$ cat config.mk
export PLATFORM = sky130hd
export DESIGN_NAME = timer_prescaler
export DESIGN_NICKNAME = d
export VERILOG_FILES = /design/src/rtl/timer_prescaler.sv
export SDC_FILE = /design/constraint.sdc
export NUM_CORES = 1
export LEC_CHECK = 0
export BUFFER_PORTS_ARGS = -buffer_cell sky130_fd_sc_hd__buf_4
export CORE_AREA = 2 2 39 41
export DETAILED_ROUTE_END_ITERATION = 10
export DIE_AREA = 0 0 41 43
export PLACE_DENSITY_LB_ADDON = 0.08
export REMOVE_ABC_BUFFERS = 1
export SETUP_SLACK_MARGIN = 0.2
export SYNTH_ARGS = -nofsm -noshare
export SYNTH_HDL_FRONTEND = slang
export SYNTH_SLANG_ARGS = --single-unit
$ cat constraint.sdc
create_clock -name pclk -period 1.8 [get_ports pclk]
set_input_delay 0.09 -clock pclk [delete_from_list [all_inputs] [get_ports pclk]]
set_output_delay 0.09 -clock pclk [all_outputs]
set_load 0.05 [all_outputs]
$ cat src/rtl/timer_prescaler.sv
// Power-of-two clock prescaler: one-cycle count-enable tick plus a registered 50% divided clock.
// The selected divisor only changes at a period boundary, so clk_div_o never has runt phases.
module timer_prescaler #(
    parameter int NUM_SEL = 4,
    parameter int CKS_W   = 2
) (
    input  logic             pclk,
    input  logic             preset_n,
    input  logic             en,
    input  logic             div_clr,
    input  logic [CKS_W-1:0] cks,
    output logic             tick_o,
    output logic             clk_div_o,
    output logic [CKS_W-1:0] cks_act_o,
    output logic             sel_err_o
);

    generate
        if (NUM_SEL < 1 || NUM_SEL > (1 << CKS_W)) begin : g_bad_param
            $error("timer_prescaler: NUM_SEL must be in 1..2**CKS_W");
        end
    endgenerate

    localparam logic [CKS_W:0] SEL_LIM = (CKS_W + 1)'(NUM_SEL);

    logic [NUM_SEL-1:0] cnt;
    logic [CKS_W-1:0]   sel_q;
    logic [NUM_SEL-1:0] half_val;
    logic [NUM_SEL-1:0] wrap_val;
    logic               cks_ok;
    logic               wrap;

    // half_val = DIV/2-1 and wrap_val = DIV-1 for DIV = 2^(sel_q+1)
    always_comb begin
        half_val = (NUM_SEL'(1) << sel_q) - NUM_SEL'(1);
        wrap_val = NUM_SEL'({half_val, 1'b1});
    end

    assign cks_ok    = ({1'b0, cks} < SEL_LIM);
    assign wrap      = (cnt == wrap_val);
    assign cks_act_o = sel_q;

    always_ff @(posedge pclk or negedge preset_n) begin
        if (!preset_n) begin
            cnt       <= '0;
            sel_q     <= '0;
            tick_o    <= 1'b0;
            clk_div_o <= 1'b0;
            sel_err_o <= 1'b0;
        end else if (div_clr) begin
            cnt       <= '0;
            tick_o    <= 1'b0;
            clk_div_o <= 1'b0;
            sel_err_o <= !cks_ok;
            if (cks_ok) begin
                sel_q <= cks;
            end
        end else if (!en) begin
            tick_o    <= 1'b0;
            sel_err_o <= 1'b0;
        end else if (wrap) begin
            cnt       <= '0;
            tick_o    <= 1'b1;
            clk_div_o <= 1'b0;
            sel_err_o <= !cks_ok;
            if (cks_ok) begin
                sel_q <= cks;
            end
        end else begin
            cnt       <= cnt + 1'b1;
            tick_o    <= 1'b0;
            sel_err_o <= 1'b0;
            if (cnt == half_val) begin
                clk_div_o <= 1'b1;
            end
        end
    end

endmodule

* Word-level counts from Yosys, hierarchy flattened *
Index checks and enable logic that the tools add are counted.

word-level totals
  register bits = 8
  input bits = 6

cells by class
  add/subtract/negate cells = 2
  equal/unequal tests = 2
  shift operators = 1
  muxes and demuxes = 13
  reductions and logical operators = 5

operators with widths
  operator                                                            number
  4-bit 2-to-1 mux                                                    3
  4-bit == test                                                       2
  1-bit 2-to-1 mux                                                    7
  2-bit 2-to-1 mux                                                    3
  4-bit by 1-bit adder with 4-bit output, second input constant       1
  2-bit AND reduction                                                 2
  2-bit nonzero test                                                  2
  1-bit by 2-bit left shift with 4-bit output, first input constant   1
  4-bit by 2-bit subtractor with 4-bit output, second input constant  1
  3-bit nonzero test                                                  1

* Logic depth before layout (Yosys ltp) *
  depth after elaboration = 7
  mapped depth = 5
  gate-level depth less buffers = 4

* Worst setup path before layout *
OpenSTA, ideal clock, no wires.

  kind = register -> register
  start = reg sel_q[0] (netlist: cks_act_o[0])
  end = reg sel_q[0] (netlist: cks_act_o[0])
  library setup time = 0.126 ns
  arrival time = 1.626 ns
  required time = 1.674 ns
  path slack = 0.048 ns
  cell stages (with the launch flop) = 5
  path buffers = 0
  period minus slack after synthesis = 1.752 ns
  cell sequence = dfrtp_1 nor4b_1 o2bb2ai_1 o211a_4 a221o_1

between the ends
  cells in the longest elaborated chain, start to end = 5

RTL lines
  element                                      RTL line  text
  start, declared                              27        logic [CKS_W-1:0] sel_q;
  start signal, assigned                       56        sel_q <= cks;
  start signal, assigned                       67        sel_q <= cks;
  1-bit by 2-bit left shift with 4-bit output  35        half_val = (NUM_SEL'(1) << sel_q) - NUM_SEL'(1);
  4-bit by 2-bit subtractor with 4-bit output  35
  4-bit == test                                40        assign wrap = (cnt == wrap_val);
  2-bit nonzero test (no line)                 n/a
  2-bit AND reduction (no line)                n/a

Every way passes these cells.
A chain may end at the register's enable or synchronous reset.

* Final worst setup path *
  start = reg cnt[2]
  end = reg sel_q[1] (netlist: cks_act_o[1])

between the ends
  cells in the longest elaborated chain, start to end = 3

RTL lines
  element                        RTL line  text
  start, declared                26        logic [NUM_SEL-1:0] cnt;
  start signal, assigned         70        cnt <= cnt + 1'b1;
  4-bit == test                  40
  2-bit nonzero test (no line)   n/a
  2-bit AND reduction (no line)  n/a

Every way passes these cells.

==> summary.txt <==
Critical path
  • Slowest stage cell, crit path: or4_4
  • Critical path class: reg -> reg
  • CP Capture Type: flop
  • Slowest stage delay, CP: 560 ps
  • Critical Path Source Type: flop
  • Arr. time, crit path: 1720 ps
  • FF-to-FF path depth: 4
  • CP Buf/Inv Count: 0
  • Worst-path cell chain: or4_4 -> nor2_2 -> o211a_4 -> a221o_1
  • CP max FO: 8
  • Flop2flop setup slack: 260 ps
  • RR Endpoint: cks_act_o[1]
  • Crit path required time: 1980 ps
  • Critical path launch point: cnt[2]
  • CP top delay family: simple AND/OR/NAND/NOR gates
  • Reg2reg start: cnt[2]

Routing
  • First-pass DRT Iterations: 4
  • Vias post-DR: 396
  • 1st-iter DRT viols: 5
  • Detail Route Antenna Nets: 0
  • WL/cell: 13.4 microns
  • Final wirelength: 1000 microns
  • DR vias/cell: 5.28
  • Drc violations: 0

Clock tree
  • H-tree Lvls: 1
  • Clock-pin slew on the worst setup and hold paths: 50 ps
  • Root Driver: clkbuf_4
  • Clk_lat worst skew: 240 ps
  • Clock sink count: 8
  • TritonCTS clock tree: yes
  • CTS Buf Count: 3
  • Clock Path Buffers: 2

Synth
  • Post-Syn Instances: 48
  • Ys Warns: 0
  • Synth top area cells: dfrtp_1 40%, a221o_1 4.0%, nand4_1 3.7%
  • Count leader, synth: dfrtp_1
  • Synth async-reset ratio: 100%
  • Synth Cell Area: 502 sq um
  • Top post-synthesis cells by count: 8 x dfrtp_1, 3 x nand4_1
  • Synth Register Bits: 8
  • Share of the synthesized area in the top cell type: 39.9%
  • Post-synth EDFFs: 0
  • Count of different cell masters after synthesis: 31
  • Seq/Total Area, Yosys: 39.9%
  • Synth area leader: dfrtp_1
  • Most used DFF post-synth: dfrtp_1
  • Syn_area_per_cell: 10.5 sq um

Finish
  • Share of cells above drive strength 1: 37.3%
  • Area Overhead vs Synth: 23.7%
  • Post-layout net count: 68
  • FILL cells: 143
  • Inserted Diodes: 0
  • Multi-input gate area: 278 sq um
  • Storage cell area: 204 sq um

Die
  • Initial Util: 36.3%
  • Ports: 11
  • Row count: 14
  • Die area: 1760 sq um
  • Chip height: 43 microns
  • CORE AREA: 1380 sq um
  • Die W: 41 microns

Placement
  • GP Congestion: 0.720
  • PortBufs: 9

Min path
  • HP Start: cks[0]
  • Hold Path End: cks_act_o[0]
  • Hold/Removal Path Class: in -> reg
  • Worst Hold Path Cells: 2

Job
  • Max Cap Viol: 0

Global route
  • Met3 usage: 3.14%
  • Gr busiest metal: met2
  • Met2 Use GR: 20.6%
  • First-pass GRT wire length: 1720 microns
  • Pin count of the biggest net entering global routing: 11
  • Overflow left after global routing: 0
  • Initial antenna violation count: 0
  • Grt met1 use: 20.2%
  • Vias in the first global route: 393
  • Global Route Usage Sum: 14.4%

Power
  • Logic pwr share: 27.2%
  • Pwr dens: 768 nW/um^2
  • Max VDD drop: 350 uV
  • P_int: 330 uW
  • Share of power burned in registers: 45.5%
  • Switch share: 30.7%
  • Clk pwr share: 27.2%
  • Switching power: 147 uW
  • Pwr Total: 477 uW
  • Leak Pwr: 0.000279 uW

STA
  • Fin crit share: 85.8%
  • Tmin final: 1540 ps
  • Fmax: 648 MHz
  • Setup TNS: 0 ps
  • RSZ-0062 raised after global routing: false
  • Final hold violation count: 0
  • Setup violators final: 0
  • Slew Limit Fails: 0
  • Clock Skews: 0.358 ps

Status
  • Status: complete, no violations
## routing by layer
metal | part of all wire [%] | wire length, microns
met5 | 0 | 0
met4 | 0.50 | 5
met3 | 3.4 | 34
met1 | 48 | 476
met2 | 48 | 485
## cell type report
class	count	share of cell area, %
Multi-Input combinational cell	35	44.8
Tap cell	16	3.23
Timing Repair Buffer	12	14.9
Sequential cell	8	32.9
Clock buffer	3	3.63
Inverter	1	0.605
## cells in the final DEF, fill, tap and decap left out, drive strengths merged, types with 2 or more instances in the layout
master,instances
nor2b,2
nand4,3
nand2,2
clkbuf,3
o21a,2
nand3,2
xor2,2
nor3,2
dfrtp,8
buf,11
nor2,2
a221o,2
## through the flow
stage	instances	instance area [sq um]	worst slack (ps)	hold slack, ps	utilization, %
2_1_floorplan	44	475	48.1	-206	-
3_3_place_gp	69	563	230	-86.3	40.7
3_5_place_dp	69	563	220	-87.1	40.7
4_1_cts	73	596	208	75.2	43.0
5_1_grt	75	621	202	77.2	44.8
6_report	75	621	256	84.8	44.8
## cells by family (layout without fill, tap and decap cells)
group / count (synthesis) / after routing / share of synthesized area [%]
buffers and inverters: 5 / 16 / 5.99
muxes: 1 / 1 / 2.00
AOI/OAI and AO/OA: 8 / 8 / 15.2
and+or+nand+nor: 21 / 21 / 28.4
other: 1 / 1 / 0.747
adders and majority gates: 1 / 1 / 2.49
xor gates and xnor gates: 3 / 3 / 5.24
DFF: 8 / 8 / 39.9
## flip-flops by register name (all words and copies together) (netlist names)
register / count
cnt: 4
cks_act_o: 2
clk_div_o: 1
tick_o: 1
## timing repair
action,in CTS,in global routing
setup buffers,0,2
setup endpoints to repair,0,3
gates resized for setup,0,4
hold buffers,1,0
endpoints found under the hold margin,8,0
## how the worst max path moves through the flow
stage,end,slack (ps),cells past startpoint
after floorplan,cks_act_o[0],50,4
after global placement,cks_act_o[1],230,4
after detailed placement,cks_act_o[1],220,4
after CTS,cks_act_o[1],210,4
after global routing,cks_act_o[0],200,4
final,cks_act_o[1],260,4
## power by group through the flow
stage	Clock, uW	Sequential [uW]	Combinational (uW)
detailed placement	0	220	118
global route	147	221	138
CTS	136	217	120
global placement	0	218	117
floorplan	0	242	52.2
finish	130	217	130
Power figures use the tool's default switching activity.
